**config.mk**
```make
export PLATFORM = sky130hd
export DESIGN_NAME = led_pattern_gen
export DESIGN_NICKNAME = d
export VERILOG_FILES = /design/src/rtl/led_pattern_pkg.sv /design/src/rtl/led_pattern_gen_channel.sv /design/src/rtl/led_pattern_gen.sv
export SDC_FILE = /design/constraint.sdc
export NUM_CORES = 1
export LEC_CHECK = 0
export BUFFER_PORTS_ARGS = -buffer_cell sky130_fd_sc_hd__buf_4
export CORE_MARGIN = 8
export CORE_UTILIZATION = 47
export CTS_CLUSTER_DIAMETER = 40
export DETAILED_ROUTE_END_ITERATION = 16
export GPL_TIMING_DRIVEN = 1
export SYNTH_ARGS = -nofsm -noshare
export SYNTH_HDL_FRONTEND = slang
export SYNTH_HIERARCHICAL = 1
export SYNTH_SLANG_ARGS = --single-unit
```
**constraint.sdc**
```tcl
create_clock -name clk -period 2.7 [get_ports clk]
set_input_delay 0.54 -clock clk [delete_from_list [all_inputs] [get_ports clk]]
set_output_delay 0.54 -clock clk [all_outputs]
set_load 0.02 [all_outputs]
```
**src/rtl/led_pattern_pkg.sv**
```systemverilog
// Shared mode encodings and sizing helper for the LED pattern generator.
package led_pattern_pkg;

  typedef logic [1:0] mode_t;

  localparam mode_t MODE_OFF   = 2'b00;
  localparam mode_t MODE_ON    = 2'b01;
  localparam mode_t MODE_BLINK = 2'b10;
  localparam mode_t MODE_PWM   = 2'b11;

  // Channel-select width: at least one bit even for a single channel.
  function automatic int unsigned ch_w(input int unsigned n_ch);
    return (n_ch <= 1) ? 1 : $clog2(n_ch);
  endfunction

endpackage

```
**src/rtl/led_pattern_gen_channel.sv**
```systemverilog
// One LED channel: config registers, private counters, registered led/tick.
module led_channel
  import led_pattern_pkg::*;
#(
  parameter int unsigned PER_W    = 25,
  parameter int unsigned DUTY_W   = 8,
  parameter mode_t       RST_MODE = MODE_OFF
) (
  input  logic              clk,
  input  logic              rst_n,
  input  logic              load,
  input  mode_t             cfg_mode,
  input  logic [PER_W-1:0]  cfg_period,
  input  logic [DUTY_W-1:0] cfg_duty,
  output logic              led,
  output logic              tick
);

  localparam logic RST_LED = (RST_MODE == MODE_ON) || (RST_MODE == MODE_BLINK);

  mode_t             mode_q;
  logic [PER_W-1:0]  period_q;
  logic [DUTY_W-1:0] duty_q;
  logic [PER_W-1:0]  cnt_q;
  logic [DUTY_W-1:0] pcnt_q;
  logic              led_q;
  logic              tick_q;

  logic              load_led;
  logic [DUTY_W-1:0] pcnt_inc;

  // LED level taken on a config load; BLINK starts in its high phase.
  always_comb begin
    load_led = 1'b0;
    case (cfg_mode)
      MODE_ON:    load_led = 1'b1;
      MODE_BLINK: load_led = 1'b1;
      MODE_PWM:   load_led = (cfg_duty != '0);
      default:    load_led = 1'b0;
    endcase
  end

  assign pcnt_inc = pcnt_q + DUTY_W'(1);

  // Channel state: reset beats load, load beats free-running pattern update.
  always_ff @(posedge clk) begin
    if (!rst_n) begin
      mode_q   <= RST_MODE;
      period_q <= '0;
      duty_q   <= '0;
      cnt_q    <= '0;
      pcnt_q   <= '0;
      led_q    <= RST_LED;
      tick_q   <= 1'b0;
    end else if (load) begin
      mode_q   <= cfg_mode;
      period_q <= cfg_period;
      duty_q   <= cfg_duty;
      cnt_q    <= '0;
      pcnt_q   <= '0;
      led_q    <= load_led;
      tick_q   <= 1'b0;
    end else begin
      case (mode_q)
        MODE_BLINK: begin
          if (cnt_q == period_q) begin
            cnt_q  <= '0;
            led_q  <= ~led_q;
            tick_q <= 1'b1;
          end else begin
            cnt_q  <= cnt_q + PER_W'(1);
            tick_q <= 1'b0;
          end
        end
        MODE_PWM: begin
          pcnt_q <= pcnt_inc;
          led_q  <= (pcnt_inc < duty_q);
          tick_q <= &pcnt_q;
        end
        default: tick_q <= 1'b0;
      endcase
    end
  end

  assign led  = led_q;
  assign tick = tick_q;

endmodule

```
**src/rtl/led_pattern_gen.sv**
```systemverilog
// Multi-channel LED driver: per-channel OFF/ON/BLINK/PWM with strobed config writes.
module led_pattern_gen
  import led_pattern_pkg::*;
#(
  parameter int unsigned N_CH     = 4,
  parameter int unsigned PER_W    = 25,
  parameter int unsigned DUTY_W   = 8,
  parameter mode_t       RST_MODE = MODE_OFF,
  localparam int unsigned CH_W    = ch_w(N_CH)
) (
  input  logic              clk,
  input  logic              rst_n,
  input  logic              cfg_we,
  input  logic [CH_W-1:0]   cfg_ch,
  input  logic [1:0]        cfg_mode,
  input  logic [PER_W-1:0]  cfg_period,
  input  logic [DUTY_W-1:0] cfg_duty,
  output logic [N_CH-1:0]   led,
  output logic [N_CH-1:0]   tick
);

  // One independent channel per LED; selects beyond N_CH match no instance.
  for (genvar i = 0; i < N_CH; i++) begin : g_ch
    logic load;
    assign load = cfg_we && (cfg_ch == CH_W'(i));

    led_channel #(
      .PER_W    (PER_W),
      .DUTY_W   (DUTY_W),
      .RST_MODE (RST_MODE)
    ) u_ch (
      .clk        (clk),
      .rst_n      (rst_n),
      .load       (load),
      .cfg_mode   (cfg_mode),
      .cfg_period (cfg_period),
      .cfg_duty   (cfg_duty),
      .led        (led[i]),
      .tick       (tick[i])
    );
  end

endmodule

```
* Word-level counts from Yosys, hierarchy flattened
Index checks and enable logic that the tools add are counted.
** Storage, ports and cells
- Register bits after elaboration :: 280
- Bits of input ports :: 40
** Operators by class
- Equality and inequality tests :: 22
- Multiplexer cells :: 25
- Reductions and logical operators :: 23
- $lt $le $gt $ge :: 4
- $add $sub $neg :: 8
- Bitwise logic cells :: 5
** Operators with widths (number)
- $add A25 B1 Y25 const B :: 4
- $eq A25 B25 Y1 :: 4
- $mux W25 :: 4
- $add A8 B1 Y8 const B :: 4
- $lt A8 B8 Y1 :: 4
- $reduce_and A8 Y1 :: 4
- $eq A2 B2 Y1 const B :: 12
- $pmux W1 S2 :: 9
- $mux W1 :: 12
- $ne A3 B2 Y1 const B :: 4
- $reduce_bool A3 Y1 :: 4
- $reduce_or A2 Y1 :: 5
- $reduce_and A2 Y1 :: 4
- $reduce_bool A8 Y1 :: 1
- $not A1 Y1 :: 5
- $eq A2 B1 Y1 const B :: 2
- $logic_and A1 B1 Y1 :: 4
- $logic_not A2 Y1 :: 1

* Depth between registers and ports, before layout
Gate-level depths: netlist of run 1.
- Depth after elaboration :: 4
- Depth in mapped cells :: 11

* By module
The synthesis of run 1 kept the hierarchy.
** By module, submodules not included
- led_channel (g_ch[0].u_ch ...) :: seq. area each 1401.3 um^2, area an instance 3434.5 um^2, cells an instance 379, instances 3
- led_channel (g_ch[1].u_ch) :: seq. area each 1401.3 um^2, area an instance 3502.1 um^2, cells an instance 376, instances 1
- led_pattern_gen :: seq. area each 0.0 um^2, area an instance 37.5 um^2, cells an instance 4, instances 1

* Worst setup path before layout of run 1
Ideal clock, no wire load.
- Path kind :: register to register
- Start :: register g_ch[1].u_ch.pcnt_q[2]
- End :: register g_ch[1].u_ch.led_q
- Arrival time :: 2256 ps
- Cell stages (with the launch flop) :: 12
- Slack :: 385 ps
- Setup time :: 59 ps
- Path through :: dfxtp_1 -> clkbuf_1 -> nand2_1 -> or2_2 -> clkbuf_1 -> nor2_1 -> xor2_1 -> ha_1 -> a2111oi_0 -> o21ai_0 -> a21oi_1 -> o311a_1
** Between the ends
- Longest elaborated chain between the ends :: 4
** Ends and longest elaborated chain
- start, declared :: line led_pattern_gen_channel.sv:25 : logic [DUTY_W-1:0] pcnt_q;
- start signal, assigned :: line led_pattern_gen_channel.sv:76 : pcnt_q <= pcnt_inc;
- $add A8 B1 Y8 :: line led_pattern_gen_channel.sv:43 : assign pcnt_inc = pcnt_q + DUTY_W'(1);
- via g_ch[1].u_ch.pcnt_inc[7] :: line led_pattern_gen_channel.sv:30 : logic [DUTY_W-1:0] pcnt_inc;
- $lt A8 B8 Y1 :: line led_pattern_gen_channel.sv:77 : led_q <= (pcnt_inc < duty_q);
- $pmux W1 S2 :: line led_pattern_gen_channel.sv:64 : case (mode_q)
- $mux W1 :: line led_pattern_gen_channel.sv:55 : end else if (load) begin
- end signal, assigned :: line led_pattern_gen_channel.sv:61 : led_q <= load_led;
- end signal, assigned :: line led_pattern_gen_channel.sv:68 : led_q <= ~led_q;
- end signal, assigned :: line led_pattern_gen_channel.sv:77
- end, declared :: line led_pattern_gen_channel.sv:26 : logic led_q;
The timed path passes the listed nets, and every way through them passes these cells.
A chain may end at the register's enable or synchronous reset.

* Worst setup path after layout of run 1
- Start :: register g_ch[2].u_ch.cnt_q[8]
- End :: register g_ch[2].u_ch.cnt_q[22]
** Between the ends
- Longest elaborated chain between the ends :: 2
- Elaborated cells between the ends (all ways) :: 3
** Ends and longest elaborated chain
- start, declared :: line led_pattern_gen_channel.sv:24 : logic [PER_W-1:0] cnt_q;
- start signal, assigned :: line led_pattern_gen_channel.sv:71 : cnt_q <= cnt_q + PER_W'(1);
- $add A25 B1 Y25 or $eq A25 B25 Y1 (tied branches) :: line led_pattern_gen_channel.sv:71, led_pattern_gen_channel.sv:66
- $mux W25 * :: line led_pattern_gen_channel.sv:66 : if (cnt_q == period_q) begin
Mark *: on every way between the ends. The rest lies on a longest branch, timed or not.

==> out/metrics.cfg, run 1 <==
[layout]
drive_gt1_share_pct=11.17
fill_cells=2717
nNetsFinal=1651
stdcell_area_um2=16010
n_antenna_cell=0
synthToLayoutAreaGrowth_pct=15.67

[synthesis]
synth_async_sr_flop_share_pct=0
synth_largest_area_cell=dfxtp_1
synth_compound_area_share_pct=4.275
ys_seq_area_share_pct=40.49
synth_mux_area_share_pct=10.12
avgSynthCellArea_um2=9.125
synth_fa_ha_area_share_pct=3.977
synth-edff-count=0
synth.area.top_cells=dfxtp_1 (40%), xor2_1 (11%), mux2i_1 (10%)
synth_xor_xnor_area_share_pct=14.80
synth_top_family_by_area=simple AND/OR/NAND/NOR gates
synthCells=1517
yosys.area.top_type_share_pct=40.49
yosys.area_share.simple_pct=22.21
netlist_area_um2=13840
synth_fp_nets=1601
synth-seq-cells=280
yosys_warnings=6
yosys_most_used_dff=dfxtp_1
ys_types=57

[floorplanning]
core_um2=29320
io_pins=48
die_area_um2=35200
die_h_um=187.6
rows=63
die_w_um=187.6
start_util_pct=47.21

[worst_setup_path]
worstSetupPathType=flip-flop to flip-flop
r2r_start=g_ch[2].u_ch/cnt_q[8]$_SDFFE_PP0N_
critPathMaxFanout=25
cp-start-kind=flip-flop
arrival_ns=2.80
cp-startpoint=g_ch[2].u_ch/cnt_q[8]$_SDFFE_PP0N_
cp-end-kind=flip-flop
required_ns=3.06

[route]
first_pass_iters=5
drt-total-wl_um=33140
num_vias=10378
wl_per_cell_um=16.64
routed_via_density=5.210
drc=0
ant_nets=0
drt_iter0_drc=637

[pwr]
switchingPower_uw=2439
internal-power_uw=8207
p_per_area_nw_per_um2=664.8
netSwitchingFraction_pct=22.91
seqPwrFrac_pct=40.2
peakVddDrop_mv=0.5368
power_uw=10650
power.share.clock_pct=54.1
combPwrFrac_pct=5.8
p_leak_uw=0.006580

[cts]
cts_setup_buffers=0
tritoncts=built
cts_buffers=44
ctsLongestPathBuffers=3
ctsHoldBuffers=0
clk_latency_ns=0.54
clock_tree.root_cell=clkbuf_16
htreeDepth=2
cts_resized=0
clk_pin_slew_ns=0.05
clock-sinks=280

[timing]
rsz0062_at_grt=false
fmax_mhz=409.7
setup_viol=0
hold_viol_final=0
slew_viol_final=0
fin_tns_setup_ns=0
max_slew_margin_pct=32.27
min_period_ns=2.441
fin_skew_ns=0.02314
fin_crit_sh_pct=90.40
holdWs_ns=0.3103
worstMarginPinSlew_ns=1.016

[global_route]
grt_pass1_vias=10135
grt_max_degree=45
grt_usage_pct=18.46
gr-total-overflow=0
antenna_found_initial=0
grt_first_pass_wirelength_um=53580

[worst_hold_path]
hp-class=input port to flip-flop
min_from=cfg_period[16]

[placed_design]
hpwlAfterDp_um=23710
gp_congestion=0.8397
placed_area_um2=14500
io_buffers=47

[outcome]
status=complete, no violations

[job]
maxCapViolCount=0

## metrics by stage
stage          std cells  util (%)  setup WS, ns
2_1_floorplan       1517         -        0.3850
3_3_place_gp        1911     49.44        0.3793
3_5_place_dp        1911     49.44        0.3037
4_1_cts             1992     54.61        0.2849
5_1_grt             1992     54.61      0.008789
6_report            1992     54.61        0.2592
## routing by layer
metal	global-route usage (%)	vias up	share of wire (%)	routed length (um)
li1	-	5253	-	-
met1	25.08	4843	48	15990
met2	28.89	209	44	14720
met3	2.823	73	3.8	1262
met4	7.636	0	3.5	1168
met5	0	-	0	0
## path summary, 6_finish.rpt
check / end / depth (start not counted) / slack, ns
max: g_ch[2].u_ch/cnt_q[22]$_SDFFE_PP0N_ / 5 / 0.26
min: g_ch[3].u_ch/period_q[16]$_SDFFE_PN0P_ / 3 / 0.31
max reg2reg: g_ch[2].u_ch/cnt_q[22]$_SDFFE_PP0N_ / 5 / 0.26
min reg2reg: g_ch[2].u_ch/duty_q[2]$_SDFFE_PN0P_ / 2 / 0.49
## worst max-delay path, cell delays in order, from the launching register on
cell and delay, ns:
dfxtp_1 0.47, xor2_1 0.11, nor4_1 0.39, nand4_1 0.31
o21ai_2 0.87, nor2_1 0.14
## flip-flops by register name, summed over array words and instances, names as in the netlist
register and cells:
g_ch.u_ch/cnt_q 100, g_ch.u_ch/period_q 100, g_ch.u_ch/duty_q 32, g_ch.u_ch/pcnt_q 32
g_ch.u_ch/mode_q 8, g_ch.u_ch/led 4, g_ch.u_ch/tick 4
## cells in the mapped netlist (all sizes together) (12+ instances only)
library cell  count
o21ai            29
nand2            72
inv              56
nor3             35
nor4             34
nor2            253
nand4            30
xnor2            57
dfxtp           280
nand3            69
a21oi            32
clkbuf           23
mux2i           140
or3              12
buf              38
xor2            177
and3             15
ha               44
nor2b            40
## area by class of cell
type / instances / area (um2) / share of cell area (%)
clock buffers: 56 / 1207 / 7.540
clock inverters: 25 / 309.0 / 1.930
inverters: 56 / 210.2 / 1.313
multi-input cells: 1120 / 7680 / 47.96
flip-flops and latches: 280 / 5605 / 35.01
well taps: 390 / 488.0 / 3.047
repair buffers: 65 / 513.0 / 3.204
## power by group through the flow
stage | clock network (uW) | logic [uW] | registers [uW]
3_5_place_dp | 0 | 620 | 4360
3_3_place_gp | 0 | 616 | 4360
6_report | 5760 | 616 | 4270
5_1_grt | 6070 | 679 | 4280
4_1_cts | 5890 | 624 | 4270
2_1_floorplan | 0 | 399 | 4350
## cell families (layout without fill, tap and decap cells)
kind of cell,count (synthesis),in the layout
AO/OA/AOI/OAI,96,96
XOR/XNOR,234,234
adder cells (fa/ha/maj),44,44
buffers and inverters,117,202
flip-flops,280,280
multiplexers,140,140
AND/OR/NAND/NOR,606,606
## layout by cell type, fill, tap and decap left out, types with 11 or more instances in the layout
master and instances:
dfxtp_1 280, nor2_1 252, xor2_1 177, mux2i_1 140, nand2_1 72, nand3_1 63, buf_4 63, xnor2_1 57
inv_1 53, clkbuf_16 45, ha_1 44, nor2b_1 40, nor4_1 33, a21oi_1 32, nor3_1 29, nand4_1 27
o21ai_0 25, and3_1 12, or3_1 11
No activity file was read; power rests on OpenSTA's default activity.
==> run 2, diff against run 1 <==
--- a/config.mk
+++ b/config.mk
@@ -5,7 +5,9 @@
 export SDC_FILE = /design/constraint.sdc
 export NUM_CORES = 1
 export LEC_CHECK = 0
+export ABC_AREA = 1
 export BUFFER_PORTS_ARGS = -buffer_cell sky130_fd_sc_hd__buf_4
+export CAP_MARGIN = 15
 export CORE_MARGIN = 8
 export CORE_UTILIZATION = 47
 export CTS_CLUSTER_DIAMETER = 40
==> constraint.sdc (replaced) <==
create_clock -name clk -period 2.7 [get_ports clk]
set_input_delay 0.54 -clock clk [delete_from_list [all_inputs] [get_ports clk]]
set_output_delay 0.54 -clock clk [all_outputs]
set_load 0.005 [all_outputs]
==> run 2 against run 1 <==
Effect of this change:
- global-route usage up 5.3 points
- core utilization increased by 0.16 points
- largest cell class unchanged
- clock power increased by 8.5%
- combinational power rose by 28%
==> out/metrics.cfg, run 2 <==
[synthesis]
synth_fp_nets=2422
ys_types=37
synth_largest_area_cell=dfxtp_1
synth_async_sr_flop_share_pct=0
yosys.area.top_type_share_pct=36.54
synthCells=2338
synth.area.top_cells=dfxtp_1 (37%), nand2_1 (15%), inv_1 (8.9%)
yosys_warnings=6
synth-seq-cells=280
synth_most_common_cell=nand2_1
avgSynthCellArea_um2=6.561
synth_common_cells=nand2_1 (630), inv_1 (365), dfxtp_1 (280)
synth-edff-count=0
yosys_most_used_dff=dfxtp_1
ys_seq_area_share_pct=36.54
netlist_area_um2=15340

[cts]
cts_buffers=48
clock_tree.root_cell=clkbuf_16
clk_pin_slew_ns=0.06
ctsLongestPathBuffers=3
clk_latency_ns=0.57
htreeDepth=2
tritoncts=built
cts_setup_buffers=0
cts_resized=0
clock-sinks=280
ctsHoldBuffers=0

[global_route]
use_met3_pct=3.292
grt_busiest_layer=met2
grtUsageMet2_pct=38.68
grt_usage_pct=23.72
grt_first_pass_wirelength_um=73430
antenna_found_initial=0
grt_pass1_vias=13802
met1_usage_pct=31.31
gr-total-overflow=0
grt_max_degree=85

[timing]
holdWs_ns=0.2500
min_period_ns=2.167
slew_viol_final=0
rsz0062_at_grt=false
setup_viol=0
hold_viol_final=0
worstMarginPinSlew_ns=0.9716
fin_skew_ns=0.02016
fin_tns_setup_ns=0
fmax_mhz=461.5
max_slew_margin_pct=35.22
fin_crit_sh_pct=80.25

[pwr]
peakVddDrop_mv=0.5319
p_per_area_nw_per_um2=637.7
p_leak_uw=0.008162
power_uw=11310

[route]
wl_per_cell_um=16.06
num_vias=14610
first_pass_iters=5
ant_nets=0
drt-total-wl_um=46120
drt_iter0_drc=974
routed_via_density=5.087
drc=0

[worst_setup_path]
cp-startpoint=g_ch[2].u_ch/pcnt_q[0]$_SDFFE_PP0P_
critPathMaxFanout=4
cp-end-kind=flip-flop
required_ns=3.16
r2r_start=g_ch[2].u_ch/pcnt_q[0]$_SDFFE_PP0P_
endpoint=g_ch[2].u_ch/led$_SDFFE_PN0P_
worstSetupPathType=flip-flop to flip-flop
rr_endpoint=g_ch[2].u_ch/led$_SDFFE_PN0P_
reg2regPathDepth=14
r2r_setup_slack_ns=0.53
cp-start-kind=flip-flop
arrival_ns=2.63

[floorplanning]
die_h_um=196.7
start_util_pct=47.39
die_area_um2=38680
io_pins=48
die_w_um=196.7
rows=66
core_um2=32370

[layout]
nNetsFinal=2476
synthToLayoutAreaGrowth_pct=15.57
final_common_cell=nand2_1
n_antenna_cell=0
drive_gt1_share_pct=8.642
final_cell_mix=nand2_1 (630), inv_1 (365), dfxtp_1 (280), nor2_1 (259), nand3_1 (223)
final_core_util_pct=54.77
multi_input_area_um2=8025
fill_cells=3275
layout.area.seq_um2=5605
reg.largest.list=g_ch.u_ch/cnt_q: 100 flops, g_ch.u_ch/period_q: 100 flops

[placed_design]
io_buffers=47
hpwlAfterDp_um=33930
gp_congestion=0.9342

[job]
maxCapViolCount=0

[outcome]
status=complete, no violations

[worst_hold_path]
hp-class=input port to flip-flop

[run 2: cell count changes after synthesis, sizes merged, moves of 36 or more]
cell,before,now
xnor2,57,14
o21ai,29,162
o22ai,0,37
nand2,72,639
xor2,177,57
inv,56,376
nor2b,40,4
nand3,69,224
mux2i,140,0
[run 2: routing by layer]
layer	share of wire (%)	up-vias	wire length, um
li1	-	7525	-
met5	0	-	0
met4	3.5	0	1593
met3	5.0	99	2301
met2	45	379	20690
met1	47	6607	21540
[run 2: kinds of logic (layout without fill, tap and decap cells)]
kind of cell / Yosys count / in the layout / share of synthesized area [%]
simple gates: 1266 / 1266 / 36.31
buf+inv: 434 / 526 / 11.21
flops: 280 / 280 / 36.54
compound gates: 243 / 243 / 8.303
xor+xnor: 71 / 71 / 4.054
fa+ha+maj: 44 / 44 / 3.589
[run 2: worst max-delay path, stage by stage (launching register included)]
cell and delay (ns):
dfxtp_1 0.40, ha_1 0.21, nand3_1 0.11, nand3b_1 0.21
xor2_1 0.20, inv_1 0.07, ha_1 0.27, nand2_1 0.07
inv_1 0.07, and3_1 0.14, nor2_1 0.04, nand2_1 0.06
nand3_1 0.07, nor2_1 0.10, nor2_1 0.04
[run 2: worst min-delay path by stage]
stage	cells past startpoint	slack [ns]	from	end
floorplan	2	0.43	g_ch[1].u_ch/duty_q[0]$_SDFFE_PN0P_	g_ch[1].u_ch/duty_q[0]$_SDFFE_PN0P_
global placement	2	0.45	g_ch[1].u_ch/period_q[9]$_SDFFE_PN0P_	g_ch[1].u_ch/period_q[9]$_SDFFE_PN0P_
detailed placement	2	0.46	g_ch[1].u_ch/duty_q[0]$_SDFFE_PN0P_	g_ch[1].u_ch/duty_q[0]$_SDFFE_PN0P_
CTS	3	0.22	cfg_period[2]	g_ch[1].u_ch/period_q[2]$_SDFFE_PN0P_
global route	3	0.27	cfg_period[2]	g_ch[3].u_ch/period_q[2]$_SDFFE_PN0P_
finish	3	0.25	cfg_period[2]	g_ch[1].u_ch/period_q[2]$_SDFFE_PN0P_
[run 2: final cells by class]
class | instances | area share, %
multi-input combinational | 1624 | 45.27
sequential | 280 | 31.62
inverter | 376 | 7.961
clock buffer | 54 | 7.312
tap | 442 | 3.119
timing repair buffer | 62 | 2.625
clock inverter | 34 | 2.096
[run 2: power by group]
group	leakage (uW)	internal (uW)	switching, uW
combinational	0.00510	244	542
clock	0.000801	3970	2280
sequential	0.00227	4220	49.6
total	0.00816	8440	2870
[run 2: through the flow]
| stage | setup slack (ns) | std cells | area, um2 |
|---|---|---|---|
| after floorplan | 0.7544 | 2338 | 15340 |
| after global placement | 0.6075 | 2784 | 16060 |
| after detailed placement | 0.5641 | 2784 | 16060 |
| after CTS | 0.5521 | 2872 | 17730 |
| after global routing | 0.2756 | 2872 | 17730 |
| final | 0.5332 | 2872 | 17730 |
==> run 3, diff against run 2 <==
--- a/config.mk
+++ b/config.mk
@@ -5,7 +5,7 @@
 export SDC_FILE = /design/constraint.sdc
 export NUM_CORES = 1
 export LEC_CHECK = 0
-export ABC_AREA = 1
+export ABC_AREA = 0
 export BUFFER_PORTS_ARGS = -buffer_cell sky130_fd_sc_hd__buf_4
 export CAP_MARGIN = 15
 export CORE_MARGIN = 8
==> constraint.sdc (replaced) <==
create_clock -name clk -period 2.2 [get_ports clk]
set_input_delay 0.44 -clock clk [delete_from_list [all_inputs] [get_ports clk]]
set_output_delay 0.44 -clock clk [all_outputs]
set_load 0.005 [all_outputs]
==> run 3 against run 2 <==
Effect of this change:
- critical endpoint is now g_ch[0].u_ch/led$_SDFFE_PN0P_
- core utilization grew 1.3 points
- maximum frequency grew 4.5%
- first-iteration DRC count shrank 40%
- critical path type unchanged
- final cell count shrank 29%
- critical path depth shrank 6
- largest cell class unchanged
- combinational power shrank 0.6%
- power grew 18%
==> out/metrics.cfg, run 3 (synthesized netlist as in run 1, its figures left out) <==
[floorplanning]
die_w_um=187.6
io_pins=48
core_um2=29320
rows=63
start_util_pct=47.21
die_h_um=187.6
die_area_um2=35200

[pwr]
combPwrFrac_pct=5.9
internal-power_uw=10220
peakVddDrop_mv=0.5793
seqPwrFrac_pct=39.5
netSwitchingFraction_pct=23.07
power.share.clock_pct=54.6
p_per_area_nw_per_um2=808.4
switchingPower_uw=3066
p_leak_uw=0.006815

[worst_setup_path]
timing.critical_path.buf_inv=0
worstSetupPathType=flip-flop to flip-flop
cp-end-kind=flip-flop
required_ns=2.64
r2r_setup_slack_ns=0.13
cp.depth=8
crit_chain=nand3_1 -> or2_1 -> nor2_1 -> xor2_1 -> ha_1 -> a2111oi_2 -> a31oi_1 -> a211oi_1
critPathMaxFanout=5
crit_family=compound AO/OA/AOI/OAI gates
r2r_start=g_ch[0].u_ch/pcnt_q[1]$_SDFFE_PP0P_
rr_endpoint=g_ch[0].u_ch/led$_SDFFE_PN0P_
max_stage_delay_ns=0.35
crit_path_top_delay_cell=dfxtp_2
reg2regPathDepth=8
arrival_ns=2.51
cp-start-kind=flip-flop

[global_route]
grt_first_pass_wirelength_um=56060
grt_usage_pct=19.32
grt_pass1_vias=10275
grt_max_degree=30
antenna_found_initial=0
gr-total-overflow=0

[cts]
cts_setup_buffers=0
ctsHoldBuffers=0
clock-sinks=280
htreeDepth=2
cts_buffers=45
clk_pin_slew_ns=0.05
clock_tree.root_cell=clkbuf_16
tritoncts=built
cts_resized=0
clk_latency_ns=0.53
ctsLongestPathBuffers=3

[layout]
final_cell_mix=dfxtp_1 (278), nor2_1 (250), xor2_1 (177), mux2i_1 (140), buf_4 (97)
fill_cells=2682
nNetsFinal=1690
n_antenna_cell=0
reg.largest.list=g_ch.u_ch/cnt_q: 100 flops, g_ch.u_ch/period_q: 100 flops
final_core_util_pct=56.05
drive_gt1_share_pct=14.03
final_common_cell=dfxtp_1
instances_no_fill=2029
synthToLayoutAreaGrowth_pct=18.72

[route]
routed_via_density=5.192
drc=0
ant_nets=0
drt-total-wl_um=34410
num_vias=10534
first_pass_iters=7
wl_per_cell_um=16.96
drt_iter0_drc=587

[outcome]
status=complete, no violations

[worst_hold_path]
min_path_cells=3
hp-class=input port to flip-flop
min_from=cfg_period[1]
hold_end=g_ch[3].u_ch/period_q[1]$_SDFFE_PN0P_

[timing]
setup_viol=0
min_period_ns=2.073
slew_viol_final=0
fmax_mhz=482.4
hold_viol_final=0
max_slew_margin_pct=59.71
fin_crit_sh_pct=94.23
fin_skew_ns=0.009507
worstMarginPinSlew_ns=0.6036

[placed_design]
gp_congestion=0.8479
numPlacedInstances=1949
hpwlAfterDp_um=24550
io_buffers=47

[job]
maxCapViolCount=0

-- run 3: cell types whose count changed in the layout (fill, tap and decap cells not counted), moves of 12 or more --
cell,delta
o21ai_0,-135
nand2_1,-560
mux2i_1,+140
nand3b_1,-12
nand4_1,-15
nand3_1,-160
inv_1,-312
xnor2_1,+43
nor2_4,-12
xor2_1,+120
nor4_1,+27
o22ai_1,-37
nor2b_1,+36
buf_4,+35
-- run 3: area by class of cell --
type | instances | area, um2 | share of cell area (%)
Timing Repair Buffer | 103 | 848.3 | 5.162
Sequential cell | 280 | 5608 | 34.12
Multi-Input combinational cell | 1120 | 7719 | 46.97
Clock inverter | 21 | 270.3 | 1.644
Tap cell | 390 | 488.0 | 2.969
Inverter | 56 | 210.2 | 1.279
Clock buffer | 59 | 1291 | 7.857
-- run 3: worst max path at each step --
| stage | start | to | slack, ns |
|---|---|---|---|
| 2_1_floorplan | g_ch[1].u_ch/pcnt_q[2]$_SDFFE_PP0P_ | g_ch[1].u_ch/led$_SDFFE_PN0P_ | 0.008 |
| 3_3_place_gp | g_ch[1].u_ch/pcnt_q[3]$_SDFFE_PP0P_ | g_ch[1].u_ch/led$_SDFFE_PN0P_ | 0.09 |
| 3_5_place_dp | g_ch[0].u_ch/pcnt_q[1]$_SDFFE_PP0P_ | g_ch[0].u_ch/led$_SDFFE_PN0P_ | 0.03 |
| 4_1_cts | g_ch[0].u_ch/pcnt_q[1]$_SDFFE_PP0P_ | g_ch[0].u_ch/led$_SDFFE_PN0P_ | 0.009 |
| 5_1_grt | g_ch[2].u_ch/pcnt_q[0]$_SDFFE_PP0P_ | g_ch[2].u_ch/led$_SDFFE_PN0P_ | -0.07 |
| 6_report | g_ch[0].u_ch/pcnt_q[1]$_SDFFE_PP0P_ | g_ch[0].u_ch/led$_SDFFE_PN0P_ | 0.13 |
-- run 3: per-layer routing --
| layer | part of all wire, % | GRT usage, % |
|---|---|---|
| met2 | 44 | 30.37 |
| met1 | 49 | 26.99 |
| met5 | 0 | 0 |
| met3 | 4.0 | 3.269 |
| met4 | 2.1 | 5.242 |
-- run 3: power by group through the flow --
stage	sequential [uW]	clock, uW	combinational, uW
5_1_grt	5260	7630	859
2_1_floorplan	5330	0	490
3_3_place_gp	5350	0	770
4_1_cts	5250	7380	786
6_report	5250	7260	781
3_5_place_dp	5350	0	782
-- run 3: stage by stage --
step	TNS, ns	hold WS [ns]	cell area, um2	total power, uW	setup WS [ns]
floorplan	0	0.4601	13860	5817	0.008450
finish	0	0.2159	16430	13290	0.1270
global route	-0.07467	0.2076	16430	13750	-0.07467
detailed placement	0	0.4831	14830	6135	0.03259
global placement	0	0.4733	14830	6121	0.08669
CTS	0	0.1973	16390	13410	0.009373
-- run 3: worst register-to-register path: stages, from the launching register on --
cell and delay (ns):
dfxtp_2 0.35, nand3_1 0.07, or2_1 0.27, nor2_1 0.14
xor2_1 0.19, ha_1 0.29, a2111oi_2 0.31, a31oi_1 0.13
a211oi_1 0.24
